<file path="src/rtl/aqm_pkg.sv">
// Shared types and width helper for the activity quorum monitor.
package aqm_pkg;

  typedef enum logic [1:0] {
    IDLE  = 2'd0,
    ARMED = 2'd1,
    GRACE = 2'd2,
    FAIL  = 2'd3
  } aqm_state_e;

  function automatic int cnt_w(input int n);
    return $clog2(n + 1);
  endfunction

endpackage

</file>
<file path="src/rtl/aqm_popcount.sv">
// Combinational population count of an N-bit vector.
module aqm_popcount #(
  parameter int N = 2
) (
  input  logic [N-1:0]           sig,
  output logic [$clog2(N+1)-1:0] cnt
);
  import aqm_pkg::*;

  localparam int W = cnt_w(N);

  always_comb begin
    cnt = '0;
    for (int i = 0; i < N; i++)
      cnt = cnt + W'(sig[i]);
  end

endmodule

</file>
<file path="src/rtl/activity_quorum_monitor.sv">
// Quorum checker: at least MIN_ACTIVE of N bits high, GRACE misses tolerated.
// Define AQM_SNAPSHOT_EN to add the snap/snap_valid capture outputs.
module activity_quorum_monitor #(
  parameter int N          = 2,
  parameter int MIN_ACTIVE = 1,
  parameter int GRACE      = 0,
  parameter int CNT_W      = 8
) (
  input  logic                   clk,
  input  logic                   rst,
  input  logic                   en,
  input  logic                   clr,
  input  logic [N-1:0]           sig,
  output logic                   err_pulse,
  output logic                   err_sticky,
  output logic [CNT_W-1:0]       viol_cnt,
  output logic [$clog2(N+1)-1:0] active_cnt,
  output logic [1:0]             state_o
`ifdef AQM_SNAPSHOT_EN
  ,
  output logic [N-1:0]           snap,
  output logic                   snap_valid
`endif
);
  import aqm_pkg::*;

  localparam int AW = cnt_w(N);
  localparam int RW = (GRACE < 1) ? 1 : cnt_w(GRACE);

  logic [AW-1:0] pop;
  logic          pass;
  logic          violate;
  aqm_state_e    state, state_n;
  logic [RW-1:0] run_cnt, run_n;

  aqm_popcount #(.N(N)) u_pop (
    .sig (sig),
    .cnt (pop)
  );

  assign pass    = (pop >= AW'(MIN_ACTIVE));
  assign state_o = state;

  always_comb begin
    state_n = state;
    run_n   = run_cnt;
    violate = 1'b0;
    if (!en) begin
      state_n = IDLE;
      run_n   = '0;
    end else begin
      case (state)
        IDLE: state_n = ARMED;
        ARMED: begin
          if (!pass) begin
            if (GRACE == 0) begin
              state_n = FAIL;
              violate = 1'b1;
            end else begin
              state_n = aqm_pkg::GRACE;
              run_n   = RW'(1);
            end
          end
        end
        aqm_pkg::GRACE: begin
          if (pass) begin
            state_n = ARMED;
            run_n   = '0;
          end else if (run_cnt == RW'(GRACE)) begin
            state_n = FAIL;
            run_n   = '0;
            violate = 1'b1;
          end else begin
            run_n = run_cnt + RW'(1);
          end
        end
        FAIL: if (pass) state_n = ARMED;
        default: state_n = IDLE;
      endcase
    end
  end

  // A violation in the same cycle as clr takes priority over the clear.
  always_ff @(posedge clk) begin
    if (rst) begin
      state      <= IDLE;
      run_cnt    <= '0;
      err_pulse  <= 1'b0;
      err_sticky <= 1'b0;
      viol_cnt   <= '0;
      active_cnt <= '0;
    end else begin
      state      <= state_n;
      run_cnt    <= run_n;
      active_cnt <= pop;
      err_pulse  <= violate;
      if (violate)
        err_sticky <= 1'b1;
      else if (clr)
        err_sticky <= 1'b0;
      if (clr)
        viol_cnt <= violate ? CNT_W'(1) : '0;
      else if (violate && (viol_cnt != '1))
        viol_cnt <= viol_cnt + CNT_W'(1);
    end
  end

`ifdef AQM_SNAPSHOT_EN
  always_ff @(posedge clk) begin
    if (rst) begin
      snap       <= '0;
      snap_valid <= 1'b0;
    end else if (violate) begin
      snap       <= sig;
      snap_valid <= 1'b1;
    end else if (clr) begin
      snap       <= '0;
      snap_valid <= 1'b0;
    end
  end
`endif

endmodule

</file>
<file path="config.mk">
export PLATFORM = sky130hd
export DESIGN_NAME = activity_quorum_monitor
export DESIGN_NICKNAME = d
export VERILOG_FILES = /design/src/rtl/aqm_pkg.sv /design/src/rtl/aqm_popcount.sv /design/src/rtl/activity_quorum_monitor.sv
export SDC_FILE = /design/constraint.sdc
export NUM_CORES = 1
export LEC_CHECK = 0
export ABC_AREA = 1
export CAP_MARGIN = 20
export CORE_UTILIZATION = 42
export CTS_CLUSTER_DIAMETER = 150
export DETAILED_ROUTE_END_ITERATION = 10
export PLACE_DENSITY_LB_ADDON = 0.12
export SYNTH_ARGS = -nofsm -noshare
export SYNTH_HDL_FRONTEND = slang
export SYNTH_SLANG_ARGS = --single-unit
</file>
<file path="constraint.sdc">
create_clock -name clk -period 1.3 [get_ports clk]
set_input_delay 0.26 -clock clk [delete_from_list [all_inputs] [get_ports clk]]
set_output_delay 0.26 -clock clk [all_outputs]
set_load 0.05 [all_outputs]
</file>
# Yosys cells after proc, flatten, opt, wreduce, memory -nomap -nowiden
# Cells that the tools add are included.
[totals]
register_bits = 15
latch_bits = 0
ram_bits = 0
mem_bits_ro = 0
input_bits = 6
out_inout_bits = 14
wordCells = 41
memories = 0
[op_classes]
n_addsub = 3
mul = 0
n_div = 0
n_lt_le_gt_ge = 1
eq_ne = 7
shifts = 0
muxes = 17
bitwise_logic = 1
reduce_logical = 6
[ops]
columns = ["cell", "count"]
rows = [
  ["$mux W8", 2],
  ["$mux W1", 9],
  ["$add A8 B1 Y8 const B", 1],
  ["$mux W2", 4],
  ["$ne A8 B8 Y1 const B", 1],
  ["$pmux W2 S4", 1],
  ["$eq A2 B2 Y1 const B", 2],
  ["$ne A2 B2 Y1 const B", 2],
  ["$reduce_bool A2 Y1", 2],
  ["$ne A3 B3 Y1 const B", 1],
  ["$reduce_and A3 Y1", 1],
  ["$add A1 B1 Y2", 1],
  ["$eq A2 B1 Y1 const B", 1],
  ["$ge A2 B1 Y1 const B", 1],
  ["$logic_not A2 Y1", 1],
  ["$pmux W1 S2", 1],
  ["$reduce_or A2 Y1", 1],
  ["$add A1 B1 Y1 const B", 1],
  ["$logic_and A1 B1 Y1", 1],
  ["$not A1 Y1", 1],
]

# Logic depth before layout (Yosys ltp)
[depth]
word_depth = 8
ltp_mapped = 11
mapped_depth_nobuf = 11

# Modules after synthesis
# Synthesis repeated with hierarchy kept, for this count alone.
[unflattened]
hier_cells = 119
area_unflattened_um2 = 868.3
[by_module_without_submodules]
columns = ["mod", "n_inst", "cells_each", "area_per_inst_um2"]
rows = [
  ["activity_quorum_monitor", 1, 118, 855.8],
  ["aqm_popcount", 1, 1, 12.5],
]

# Least setup slack after synthesis
# Ideal clock, no wire load.
[synth_timing]
path_kind = "reg2reg"
from = "register state[0] (netlist: state_o[0])"
to = "register viol_cnt[7]"
setup_ps = 112
arrival_ps = 1652
required_ps = 1188
path_slack_ps = -463
path_stages_with_launch = 11
cell_sequence = "dfxtp_1 inv_1 ha_1 inv_1 nand3_2 nor2_4 nand2_4 inv_2 nand2_1 nor2_1 nor2_1"
[synth_via]
elab_chain_cells = 5
elab_cells_between_ends = 6
classes_between = "eq/ne (2); mux (2); reduce/logical (2)"
[synth_lines]
columns = ["item", "line", "rtl"]
rows = [
  ["start, declared", "activity_quorum_monitor.sv:33", "aqm_state_e state, state_n;"],
  ["start signal, assigned", "activity_quorum_monitor.sv:93", "state <= state_n;"],
  ["$eq A2 B2 Y1 or $eq A2 B1 Y1 (tied branches)", "activity_quorum_monitor.sv:52", "case (state)"],
  ["$pmux W1 S2 *", "activity_quorum_monitor.sv:52", ""],
  ["$mux W1 *", "activity_quorum_monitor.sv:48", "if (!en) begin"],
  ["$logic_and A1 B1 Y1 *", "activity_quorum_monitor.sv:103", "else if (violate && (viol_cnt != '1))"],
  ["$reduce_bool A2 Y1 (no line) *", "--", ""],
  ["end signal, assigned", "activity_quorum_monitor.sv:102", "viol_cnt <= violate ? CNT_W'(1) : '0;"],
  ["end signal, assigned", "activity_quorum_monitor.sv:104", "viol_cnt <= viol_cnt + CNT_W'(1);"],
  ["end, declared", "activity_quorum_monitor.sv:16", "output logic [CNT_W-1:0] viol_cnt,"],
]
# Every way passes the cells marked *; elsewhere a longest branch is shown, timed or not.
# A chain may end at the register's enable or synchronous reset.

# Worst setup path in the final report
[layout_timing]
from = "register state[0] (netlist: state_o[0])"
to = "register viol_cnt[5]"
# The elaborated chain is that of the path after synthesis.

==> results_dict.tcl <==
set metrics [dict create \
    status "finished with violations" \
    violations "negative setup slack" \
    p_leak_uw 0.0005854 \
    grt_overflow_total 0 \
    max-slew-margin-rel 0.8648 \
    nFillCells 129 \
    power.density_nw_per_um2 707.4 \
    register_area_sq_um 302.8 \
    drc 0 \
    power.internal_uw 687.5 \
    clock_skew_ns 0.009885 \
    syn_nets 122 \
    final.setup.worst_slack_ns -0.04274 \
    cts_buffers 3 \
    dr_wl_met3_um 74 \
    setup_tns_ns -0.2067 \
    maxSlewViolCount 0 \
    p_switching_uw 256.9 \
    synth_cell_types 16 \
    synth-seq-area-share 0.3601 \
    hold_buffers 0 \
    grt_first_pass_wirelength_mm 3.125 \
    root_buffer "clkbuf_4" \
    hold_violations 0 \
    first_pass_iters 4 \
    power_frac_seq 0.469 \
    hold_ws_ns 0.3716 \
    top_layer "met4" \
    clk_latency_ns 0.29 \
    ir_drop_mv 0.6505 \
    start_kind "flip-flop" \
    finalSetupViolCount 8 \
    numPortBuffers 19 \
    die_height_um 45.05 \
    ys_warn_count 0 \
    dieArea_sq_um 2029 \
    multiInputGateArea_sq_um 461.7 \
    antenna_cells 0 \
    crit_type "reg2reg" \
    vias 805 \
    htreeDepth 1 \
    synth.area.top_cells "dfxtp_1, inv_1, ha_1, nand2_1, nor2_1" \
    nets 157 \
    wl_per_cell_um 10.83 \
    final_antenna_net_count 0 \
    clock_path_buffers 2 \
    grt_pass1_vias 735 \
    antenna_found_initial 0 \
    grt_usage 0.2117 \
    area_delta_synth_final_pct 71.54 \
    wl_mm 1.830 \
    p_comb_frac 0.187 \
    fin_crit_ns 1.343 \
    grt_start_max_net_pins 12 \
    drive_gt1_frac 0.4306 \
    syn_area_sq_um 778.2 \
    syn_inst 110 \
    vias_per_cell 4.763 \
    cts_tree "done" \
    num_rows 15 \
    drt-met1-wl_um 867 \
    rsz0062_at_grt "true" \
    pwr-share-clk 0.344 \
    switching_share 0.2720 \
    clkTransAtPathRegs_ns 0.10 \
    critPathRequiredTime_ns 1.52 \
    avgSynthCellArea_sq_um 7.075 \
    synth_seq_cells 14 \
    ioPinCount 20 \
    start_util 0.4507 \
    cts_sinks 14 \
    worst-path-max-fanout 5 \
    yosys.area.top_type "dfxtp_1" \
    min_path_type "in2reg" \
    cap_violations 0 \
    synth_top_area_frac 0.3601 \
    timing.fmax_ghz 0.7447 \
    die_w_um 45.05 \
    finalCritPeriodShare 1.033 \
    worst_pin_slew_ns 0.2007 \
    wl_met2_um 860 \
    crit_arrival_ns 1.56 \
    cp-end-kind "flip-flop" \
    dp_hpwl_mm 1.358 \
    drt_iter0_drc 14 \
    place.gp.congestion 0.8249 \
    core_sq_um 1727 \
]
layout by cell type, fill, tap and decap left out, types with 3 or more instances in the layout:
| cell | synthesis | final |
|---|---|---|
| inv_1 | 22 | 20 |
| o21ai_1 | 5 | 5 |
| nand3_1 | 8 | 7 |
| ha_1 | 6 | 3 |
| clkdlybuf4s50_1 | 0 | 3 |
| dfxtp_1 | 14 | 4 |
| nand2_1 | 20 | 18 |
| nor2_1 | 15 | 14 |
| a21oi_2 | 3 | 3 |
| buf_12 | 0 | 14 |
| nand2_2 | 3 | 6 |
| a21oi_1 | 5 | 5 |
| clkbuf_4 | 0 | 3 |
| dfxtp_4 | 0 | 4 |
| dfxtp_2 | 0 | 6 |
| nor2_4 | 2 | 3 |
| buf_4 | 0 | 11 |
worst paths after layout:
kind               start            end  slack, ns  cells after the start
max           state_o[0]    viol_cnt[5]      -0.04                      9
min reg2reg  viol_cnt[4]    viol_cnt[4]       0.51                      2
min               sig[0]  active_cnt[1]       0.37                      4
max reg2reg   state_o[0]    viol_cnt[5]      -0.04                      9
stage by stage:
stage | utilization | total power [uW] | cells | setup slack, ns | area, sq um
2_1_floorplan | - | 537.9 | 110 | -0.09661 | 835.8
3_3_place_gp | 0.7297 | 618.4 | 162 | -0.3375 | 1260
3_5_place_dp | 0.7297 | 620.0 | 162 | -0.3814 | 1260
4_1_cts | 0.7652 | 949.1 | 169 | -0.04442 | 1321
5_1_grt | 0.7732 | 973.3 | 169 | -0.1592 | 1335
6_report | 0.7732 | 944.4 | 169 | -0.04274 | 1335
registers in the layout (all words and copies together) (netlist names):
name and flops:
active_cnt 2, state_o 2, err_sticky 1, viol_cnt 8, err_pulse 1
synthesized netlist by cell type:
cell type	n
nor2_4	2
buf_2	1
inv_2	1
a21oi_2	3
inv_1	22
dfxtp_1	14
nand3_2	1
nand2_1	20
o21ai_1	5
nand3_1	8
nand2_2	3
nor2_1	15
a21oi_1	5
nand2_4	2
o21ai_0	2
ha_1	6
critical path: stages (launching register included):
cell and delay, ns:
dfxtp_4 0.37, inv_4 0.04, ha_4 0.21, inv_2 0.05, nand3_2 0.08, nor2_4 0.17
nand2_2 0.12, nand3_1 0.09, inv_1 0.05, a21oi_1 0.11
routing by layer:
metal | global-route usage | vias up
met5 | 0 | -
met4 | 0.1091 | 0
met3 | 0.03200 | 6
met2 | 0.3217 | 25
met1 | 0.2889 | 370
li1 | - | 404
power by group through the flow:
stage	logic (uW)	clock network, uW	registers (uW)
2_1_floorplan	54.7	0	483
3_3_place_gp	165	0	453
3_5_place_dp	166	0	454
4_1_cts	174	333	443
5_1_grt	190	339	444
6_report	177	325	443
cells by family (layout without fill, tap and decap cells):
kind of cell / after synthesis / in the layout / share of synthesized area
and+or+nand+nor: 51 / 52 / 0.3151
buffers and inverters: 24 / 57 / 0.1174
AOI/OAI and AO/OA: 15 / 15 / 0.1109
DFF: 14 / 14 / 0.3601
adders and majority gates: 6 / 6 / 0.09646
layout make-up:
class,count,share of cell area
multi-input combinational,73,0.3458
timing repair buffer,30,0.3102
sequential,14,0.2268
inverter,23,0.06654
clock buffer,4,0.02718
tap,25,0.02343
what timing repair did:
action	in CTS	in global routing
cloned	1	0
setup buffers	2	0
setup endpoints to repair	9	12
pin swaps	7	1
gates resized for setup	3	5
No activity file was read; power rests on OpenSTA's default activity.
